$ cat config.mk
export PLATFORM = sky130hd
export DESIGN_NAME = spmv_row_pe
export DESIGN_NICKNAME = d
export VERILOG_FILES = /design/src/rtl/spmv_pkg.sv /design/src/rtl/spmv_row_pe_res_fifo.sv /design/src/rtl/spmv_row_pe.sv
export SDC_FILE = /design/constraint.sdc
export NUM_CORES = 2
export LEC_CHECK = 0
export ABC_CLOCK_PERIOD_IN_PS = 5800
export BUFFER_PORTS_ARGS = -buffer_cell sky130_fd_sc_hd__buf_2
export CORE_MARGIN = 3
export CORE_UTILIZATION = 57
export CTS_CLUSTER_SIZE = 40
export DETAILED_ROUTE_END_ITERATION = 16
export PLACE_DENSITY = 0.76
export SYNTH_ARGS = -nofsm -noshare
export SYNTH_HDL_FRONTEND = slang
export SYNTH_MEMORY_MAX_BITS = 65536
export SYNTH_SLANG_ARGS = --single-unit
$ cat constraint.sdc
create_clock -name clk -period 5.8 [get_ports clk]
set_clock_uncertainty 0.05 [all_clocks]
set_input_delay 1.16 -clock clk [delete_from_list [all_inputs] [get_ports clk]]
set_output_delay 1.16 -clock clk [all_outputs]
set_load 0.05 [all_outputs]
$ cat src/rtl/spmv_pkg.sv
// Shared types for the streaming SpMV row PE: FSM states, pipeline depth and the
// saturating adder used when SPMV_SAT_EN is defined.
package spmv_pkg;

    typedef enum logic [1:0] {ST_IDLE, ST_RUN, ST_DRAIN, ST_DONE} state_t;

    // Element pipeline: RAM read, multiply, accumulate.
    localparam int PIPE_DEPTH = 3;

    // Signed add clamped to a w-bit two's complement range (w <= 63).
    function automatic logic signed [63:0] sat_add(input logic signed [63:0] a,
                                                   input logic signed [63:0] b,
                                                   input int w);
        logic signed [64:0] s, mx, mn;
        s  = {a[63], a} + {b[63], b};
        mx = (65'sd1 <<< (w - 1)) - 65'sd1;
        mn = -(65'sd1 <<< (w - 1));
        if (s > mx) return mx[63:0];
        if (s < mn) return mn[63:0];
        return s[63:0];
    endfunction

endpackage

$ cat src/rtl/spmv_row_pe_res_fifo.sv
// Result FIFO for spmv_row_pe: synchronous, any depth >= 2, head shown
// combinationally (zero when empty), occupancy count for backpressure.
module spmv_res_fifo #(
    parameter int W     = 48,
    parameter int DEPTH = 4,
    parameter int CW    = 3
) (
    input  logic          clk,
    input  logic          rst_n,
    input  logic          i_push,
    input  logic [W-1:0]  i_wdata,
    input  logic          i_pop,
    output logic [W-1:0]  o_rdata,
    output logic          o_empty,
    output logic [CW-1:0] o_count
);
    localparam int AW = $clog2(DEPTH);

    logic [W-1:0]  r_mem [DEPTH];
    logic [AW-1:0] r_wr, r_rd;
    logic [CW-1:0] r_cnt;
    logic          w_push, w_pop;

    assign w_pop  = i_pop && (r_cnt != '0);
    // A push into a full FIFO is legal only when the head leaves in the same cycle.
    assign w_push = i_push && ((r_cnt != CW'(DEPTH)) || w_pop);

    always_ff @(posedge clk or negedge rst_n) begin
        if (!rst_n) begin
            r_wr  <= '0;
            r_rd  <= '0;
            r_cnt <= '0;
        end else begin
            if (w_push) r_wr <= (r_wr == AW'(DEPTH - 1)) ? '0 : r_wr + AW'(1);
            if (w_pop)  r_rd <= (r_rd == AW'(DEPTH - 1)) ? '0 : r_rd + AW'(1);
            case ({w_push, w_pop})
                2'b10:   r_cnt <= r_cnt + CW'(1);
                2'b01:   r_cnt <= r_cnt - CW'(1);
                default: ;
            endcase
        end
    end

    always_ff @(posedge clk) begin
        if (w_push) r_mem[r_wr] <= i_wdata;
    end

    assign o_rdata = (r_cnt == '0) ? '0 : r_mem[r_rd];
    assign o_empty = (r_cnt == '0);
    assign o_count = r_cnt;

endmodule

$ cat src/rtl/spmv_row_pe.sv
// Streaming sparse matrix-vector row PE: y = A*x from a (val, col, eor) stream.
// Define SPMV_SAT_EN for saturating accumulation (default build wraps).
module spmv_row_pe
    import spmv_pkg::*;
#(
    parameter int VAL_W     = 16,
    parameter int IDX_W     = 8,
    parameter int ACC_W     = 32,
    parameter int ROW_W     = 16,
    parameter int OUT_DEPTH = 4
) (
    input  logic             clk,
    input  logic             rst_n,
    input  logic             vec_wr_en,
    input  logic [IDX_W-1:0] vec_wr_addr,
    input  logic [VAL_W-1:0] vec_wr_data,
    input  logic             start,
    input  logic             nnz_valid,
    output logic             nnz_ready,
    input  logic [VAL_W-1:0] nnz_val,
    input  logic [IDX_W-1:0] nnz_col,
    input  logic             nnz_eor,
    input  logic             nnz_last,
    output logic             res_valid,
    input  logic             res_ready,
    output logic [ACC_W-1:0] res_data,
    output logic [ROW_W-1:0] res_row,
    output logic             busy,
    output logic             done
);
    localparam int VEC_DEPTH = 2 ** IDX_W;
    localparam int CW        = $clog2(OUT_DEPTH + 1);
    localparam int LS        = PIPE_DEPTH - 1;

    state_t                    r_state, w_state_nxt;
    logic [VAL_W-1:0]          r_vec [VEC_DEPTH];
    logic signed [VAL_W-1:0]   r_x, r_s1_val;
    logic [LS:1]               r_vld_pipe, r_eor_pipe;
    logic signed [2*VAL_W-1:0] r_prod;
    logic signed [ACC_W-1:0]   r_acc, w_prod_ext, w_sum;
    logic [ROW_W-1:0]          r_row;
    logic [CW-1:0]             w_cnt;
    logic                      w_empty, w_acc, w_push;
    logic [ACC_W+ROW_W-1:0]    w_head;

    // Three free slots cover every beat that can still be in flight.
    assign nnz_ready = (r_state == ST_RUN) && (w_cnt <= CW'(OUT_DEPTH - 3));
    assign w_acc     = nnz_valid && nnz_ready;

    always_ff @(posedge clk) begin
        if (vec_wr_en && r_state == ST_IDLE) r_vec[vec_wr_addr] <= vec_wr_data;
        if (w_acc) r_x <= r_vec[nnz_col];
    end

    always_ff @(posedge clk or negedge rst_n) begin
        if (!rst_n) begin
            r_vld_pipe <= '0;
            r_eor_pipe <= '0;
            r_s1_val   <= '0;
            r_prod     <= '0;
        end else begin
            r_vld_pipe <= {r_vld_pipe[LS-1:1], w_acc};
            r_eor_pipe <= {r_eor_pipe[LS-1:1], w_acc && (nnz_eor || nnz_last)};
            if (w_acc) r_s1_val <= nnz_val;
            r_prod     <= r_s1_val * r_x;
        end
    end

    assign w_prod_ext = ACC_W'(r_prod);
`ifdef SPMV_SAT_EN
    assign w_sum = ACC_W'(sat_add(64'(r_acc), 64'(w_prod_ext), ACC_W));
`else
    assign w_sum = r_acc + w_prod_ext;
`endif

    assign w_push = r_vld_pipe[LS] && r_eor_pipe[LS];

    // On eor the finished sum goes straight to the FIFO, so the next row starts from zero.
    always_ff @(posedge clk or negedge rst_n) begin
        if (!rst_n) begin
            r_acc <= '0;
            r_row <= '0;
        end else if (r_state == ST_IDLE && start) begin
            r_acc <= '0;
            r_row <= '0;
        end else if (r_vld_pipe[LS]) begin
            if (r_eor_pipe[LS]) begin
                r_acc <= '0;
                r_row <= r_row + ROW_W'(1);
            end else begin
                r_acc <= w_sum;
            end
        end
    end

    spmv_res_fifo #(.W(ACC_W + ROW_W), .DEPTH(OUT_DEPTH), .CW(CW)) u_fifo (
        .clk     (clk),
        .rst_n   (rst_n),
        .i_push  (w_push),
        .i_wdata ({r_row, w_sum}),
        .i_pop   (res_ready),
        .o_rdata (w_head),
        .o_empty (w_empty),
        .o_count (w_cnt)
    );

    assign res_valid = !w_empty;
    assign res_data  = w_head[ACC_W-1:0];
    assign res_row   = w_head[ACC_W+ROW_W-1:ACC_W];

    always_ff @(posedge clk or negedge rst_n) begin
        if (!rst_n) r_state <= ST_IDLE;
        else        r_state <= w_state_nxt;
    end

    always_comb begin
        w_state_nxt = r_state;
        case (r_state)
            ST_IDLE:  if (start) w_state_nxt = ST_RUN;
            ST_RUN:   if (w_acc && nnz_last) w_state_nxt = ST_DRAIN;
            ST_DRAIN: if (r_vld_pipe == '0 && w_empty) w_state_nxt = ST_DONE;
            ST_DONE:  w_state_nxt = ST_IDLE;
            default:  w_state_nxt = ST_IDLE;
        endcase
    end

    assign busy = (r_state != ST_IDLE);
    assign done = (r_state == ST_DONE);

endmodule

-- Word level (Yosys, flattened, before mapping)
Memories as Yosys holds them, arrays and structs flattened. A register that Yosys moved wholly into a read port is not among the register bits.
Index checks and enable logic that the tools add are counted.
- word-level logic and storage cells: 72
- bits in writable memories: 4288
- memories kept: 2
- input port bits: 56
- register bits: 109
- bits in read-only memories: 0
- output and inout port bits: 52
- bits in latches: 0
- order comparisons: 1
- reductions and logical operators: 23
- mux-type cells: 18
- bitwise gates (word level): 0
- eq/ne operators: 11
- $add $sub $neg: 6
- $mul: 1
- div/mod/pow operators: 0
- shifts and indexed selects: 0
- memory list (memory ; words ; bits a word ; read ports ; clocked after Yosys merged registers in ; wr ports ; RTL line ; source):
    r_vec ; 256 ; 16 ; 1 ; 1 ; 1 ; spmv_row_pe.sv:36 ; logic [VAL_W-1:0] r_vec [VEC_DEPTH];
    u_fifo.r_mem ; 4 ; 48 ; 1 ; 0 ; 1 ; spmv_row_pe_res_fifo.sv:19 ; logic [W-1:0] r_mem [DEPTH];
- operators with widths (cell ; count):
    32-bit two-way mux ; 3
    16-bit two-way mux ; 3
    48-bit two-way mux ; 1
    32-bit adder ; 1
    16-bit by 16-bit multiplier with 32-bit output ; 1
    16-bit by 1-bit adder with 16-bit output (second input constant) ; 1
    2-bit == test (second input constant) ; 5
    1-bit logical AND ; 10
    2-bit two-way mux ; 5
    2-bit one-hot mux with 4 select lines ; 1
    2-bit nonzero test ; 4
    3-bit one-hot mux with 2 select lines ; 1
    2-bit by 1-bit adder with 2-bit output (second input constant) ; 2
    2-bit by 1-bit == test with 1-bit output (second input constant) ; 2
    2-bit zero test ; 2
    1-bit two-way mux ; 4
    2-bit != test (second input constant) ; 2
    3-bit by 1-bit adder with 3-bit output (second input constant) ; 1
    3-bit by 1-bit <= comparator with 1-bit output (second input constant) ; 1
    3-bit zero test ; 1
    3-bit != test (second input constant) ; 1
    3-bit AND reduction ; 1
    3-bit nonzero test ; 1
    3-bit by 1-bit subtractor with 3-bit output (second input constant) ; 1
    other kinds (4) ; 5

-- Depth between registers and ports, before layout
- word-level depth: 6
- depth in mapped cells: 23
- depth with buffers taken out: 22

-- Hierarchy
Synthesis repeated with hierarchy kept, for this count alone.
- cell total of the unflattened synthesis: 8150
- area, all modules: 180010.1 um^2
- modules (own cells, without submodules) (module ; seq. area each (um^2) ; instances ; area an instance (um^2) ; cells an instance):
    spmv_row_pe ; 126030.9 ; 1 ; 172226.4 ; 7794
    spmv_res_fifo ; 5940.7 ; 1 ; 7783.7 ; 356

-- Worst setup path after synthesis
OpenSTA, ideal clock, no wires.
- kind: register to register
- start point: register r_x[7], read port of r_vec
- end point: register r_prod[31]
- cell stages (with the launch flop): 23
- library setup time: 0.124 ns
- clock period less this slack: 6.063 ns
- required time: 5.626 ns
- setup slack: -0.263 ns
- arrival time: 5.889 ns
- buffers on the path: 1
- cells stage by stage: edfxtp_1 > clkbuf_1 > nand2_1 > fa_1 > inv_1 > fa_1 > inv_1 > fa_1 > inv_1 > fa_1 > fa_1 > inv_1 > fa_1 > inv_1 > ha_1 > and4_1 > and2_1 > a22oi_1 > a41oi_1 > a221o_1 > a211oi_1 > a21oi_1 > xnor2_1
- cells in the longest elaborated chain, start to end: 1
- ends and longest elaborated chain (what ; RTL line ; source):
    start, declared ; spmv_row_pe.sv:37 ; logic signed [VAL_W-1:0] r_x, r_s1_val;
    16-bit by 16-bit multiplier with 32-bit output ; spmv_row_pe.sv:65 ; r_prod <= r_s1_val * r_x;
    end signal, assigned ; spmv_row_pe.sv:65 ;
    end, declared ; spmv_row_pe.sv:39 ; logic signed [2*VAL_W-1:0] r_prod;
No other way between the ends.
A chain may end at the register's enable or synchronous reset.

-- Worst setup path after layout
- start point: register r_x[4], read port of r_vec
- end point: register r_prod[31]
Same word-level chain as after synthesis.

==> metrics.yaml <==
status:
  outcome: "finished, violations left"
  violations: "negative setup slack"
placement:
  place_congestion: 0.881
  place_ws_ns: -0.410
  hpwlAfterDp_um: 257000
  port_buffers: 107
route:
  avgViaCountPerCell: 6.63
  drt_first_iter_violations: 12451
  drc: 0
  vias: 88482
  ant_nets: 0
  first_pass_iters: 8
  wl_per_cell_um: 33.1
  drt-total-wl_um: 442000
clock_network:
  clock_path_buffers: 4
  ctsHoldBuffers: 0
  clk_pin_slew_worst_paths_ns: 0.06
  cts_tree: "yes"
  clockRootBuffer: "clkbuf_16"
  clkLatencyLatePin_ns: 1.00
  cts_buffers: 424
  htreeDepth: 5
  cts_sinks: 4413
die:
  std_cell_rows: 205
  coreArea_um2: 312000
  die_x_um: 567
  pin_count: 108
  die-area_um2: 321000
  start_util_pct: 57.4
  fp.dieH_um: 567
sta:
  fmax_mhz: 169
  layout_setup_ws_ns: -0.130
  timing.final.crit_share_pct: 102
  rsz0062_at_grt: "true"
  hold_viol: 0
  setup_viol: 3
  period_needed_ns: 5.93
  relSlewSlack_pct: 4.42
  worst_pin_slew_ns: 1.43
  finalMaxSlewViolations: 0
synth:
  synth_edf_count: 4304
  syn_area_um2: 179000
  ys_seq_area_share_pct: 73.6
  synth-simple-area-share_pct: 2.14
  syn_nets: 8579
  post-synth-top-count-cell: "edfxtp_1"
  synth_fa_ha_area_share_pct: 3.84
  synthFlopType: "edfxtp_1"
  synth_area_leaders: "edfxtp_1 (72%), mux4_2 (17%), fa_1 (2.9%), dfrtp_1 (1.5%), ha_1 (0.90%)"
  synth_xor_area_share_pct: 0.401
  ys_types: 60
  yosys_warnings: 0
  syn_inst: 8131
  synth-compound-area-share_pct: 1.01
  muxShareOfSynthArea_pct: 17.4
  syn_area_per_cell_um2: 22.1
  yosys.area.top_type: "edfxtp_1"
  synth_common_cells: "edfxtp_1 (4304), mux4_2 (1344), nor2_1 (328), inv_1 (304), fa_1 (263)"
  async_flop_share_pct: 2.47
  synth_top_family_by_area: "multiplexers"
  synth_top_area_share_pct: 72.1
  synth_seq_cells: 4413
power_and_ir_drop:
  p_leak_uw: 0.0667
  total_power_uw: 110000
  power.density_nw_per_um2: 545
  peakVddDrop_v: 0.00250
critical_path:
  cp-end-kind: "register"
  critPathKind: "register to register"
  crit_path_max_fanout: 10
  cp.required_ns: 6.56
  cp.arrival_ns: 6.69
  ff2ff_path_depth: 21
  start_kind: "register"
global_routing:
  gr-usage-all-layers_pct: 27.8
  antenna_found_initial: 36
  grt_remaining_overflow: 0
  grt_start_max_net_pins: 192
  grt_pass1_vias: 91238
  grt_pass1_wl_um: 650000
final_layout:
  drive_gt1_share_pct: 29.5
  syn_to_final_growth_pct: 13.0
  fin_nets: 9285
  fillers: 19391
job:
  cap_violations: 0
worst_hold_path:
  hold_class: "primary input to asynchronous set/reset pin"
## cell usage in the layout, fill, tap and decap left out, types with 13 or more instances in the layout
cell	instances
edfxtp_1	4304
mux4_2	1344
buf_4	516
clkbuf_16	425
nor2_1	325
inv_1	300
fa_1	258
nand2_1	208
and2_1	172
ha_1	123
clkbuf_1	100
dfrtp_1	100
clkinv_1	98
mux2i_1	97
buf_2	84
clkinv_2	63
buf_12	58
xnor2_1	55
a22oi_1	48
a21oi_1	40
bufinv_16	35
a22o_1	30
a21o_1	26
xor2_1	26
clkbuf_8	24
diode_2	20
o21ai_0	20
nand3_1	19
o2111a_1	16
clkinvlp_4	16
nand2_2	15
nand4_1	13
clkinv_16	13
## through the flow
step	setup TNS, ns	util (%)	hold WS, ns	std cells	area, um^2
6_report	-0.308	64.9	0.219	13351	203000
5_1_grt	-1.67	64.9	0.245	13338	203000
3_3_place_gp	-1.29	60.4	0.285	12540	189000
2_1_floorplan	0	-	0.281	8131	179000
4_1_cts	-0.445	64.8	0.198	13323	202000
3_5_place_dp	-2.20	60.4	0.286	12540	189000
## routing by layer
| layer | part of all wire (%) | track usage, % | vias up |
|---|---|---|---|
| met2 | 49 | 44.3 | 5946 |
| met5 | 0.087 | 0 | - |
| met4 | 4.6 | 10.8 | 20 |
| met1 | 36 | 38.3 | 46713 |
| li1 | - | - | 34768 |
| met3 | 10 | 5.80 | 1035 |
## cells by family (layout without fill, tap and decap cells)
group           Yosys count  in the layout
buf+inv                 712           1772
xor+xnor                 82             82
fa+ha+maj               392            392
compound gates          252            252
flops                  4413           4413
mux                    1442           1442
other cells               0             20
simple gates            838            838
## timing repair
item,4_1_cts,5_1_grt
buffers inserted,3,8
setup endpoints to repair,12,14
resized for setup,26,41
pin swaps,10,28
cloned,0,0
hold endpoints to repair,0,0
## path summary, 6_finish.rpt
path | from | endpoint | slack (ns)
max reg2reg | r_x[4] | r_prod[31] | -0.13
max | r_x[4] | r_prod[31] | -0.13
min reg2reg | r_eor_pipe[1] | r_eor_pipe[2] | 0.32
min in group clk | r_eor_pipe[1] | r_eor_pipe[2] | 0.32
max in group asynchronous | rst_n | r_prod[22] | 4.18
min | rst_n | r_row[5] | 0.22
## where the power goes
group | switching (uW) | internal, uW | leakage, uW
clock network | 12000 | 15200 | 0.00659
logic | 24500 | 22100 | 0.0200
registers | 379 | 36300 | 0.0401
## flip-flops by register name, summed over array words and instances (netlist names)
signal          count
r_x                16
u_fifo.o_count      3
u_fifo.r_wr         2
u_fifo.r_mem      192
r_state             2
r_vld_pipe          2
u_fifo.r_rd         2
r_s1_val           16
r_acc              32
r_vec            4096
r_prod             32
r_eor_pipe          2
r_row              16
## area by class of cell
| cell class | count | area (um^2) | share of cell area [%] |
|---|---|---|---|
| multi-input combinational | 3006 | 44800 | 22.1 |
| timing repair buffer | 687 | 5830 | 2.88 |
| tap | 4140 | 5180 | 2.56 |
| inverter | 305 | 1140 | 0.565 |
| antenna | 20 | 50.0 | 0.0247 |
| clock inverter | 247 | 2520 | 1.24 |
| sequential | 4413 | 132000 | 65.1 |
| clock buffer | 533 | 11100 | 5.49 |
## critical path: stages (launching register included)
cell,delay [ns]
edfxtp_1,0.37
buf_6,0.15
and2_4,0.16
fa_1,0.53
inv_1,0.05
fa_1,0.49
fa_1,0.52
inv_1,0.06
fa_1,0.48
fa_1,0.50
inv_1,0.05
fa_1,0.49
inv_2,0.05
ha_4,0.22
a21o_1,0.16
a21o_1,0.20
a21oi_4,0.17
a41oi_2,0.20
a221o_1,0.37
a211oi_2,0.29
a21oi_2,0.09
xnor2_1,0.13
(Power assumes the default switching activity.)
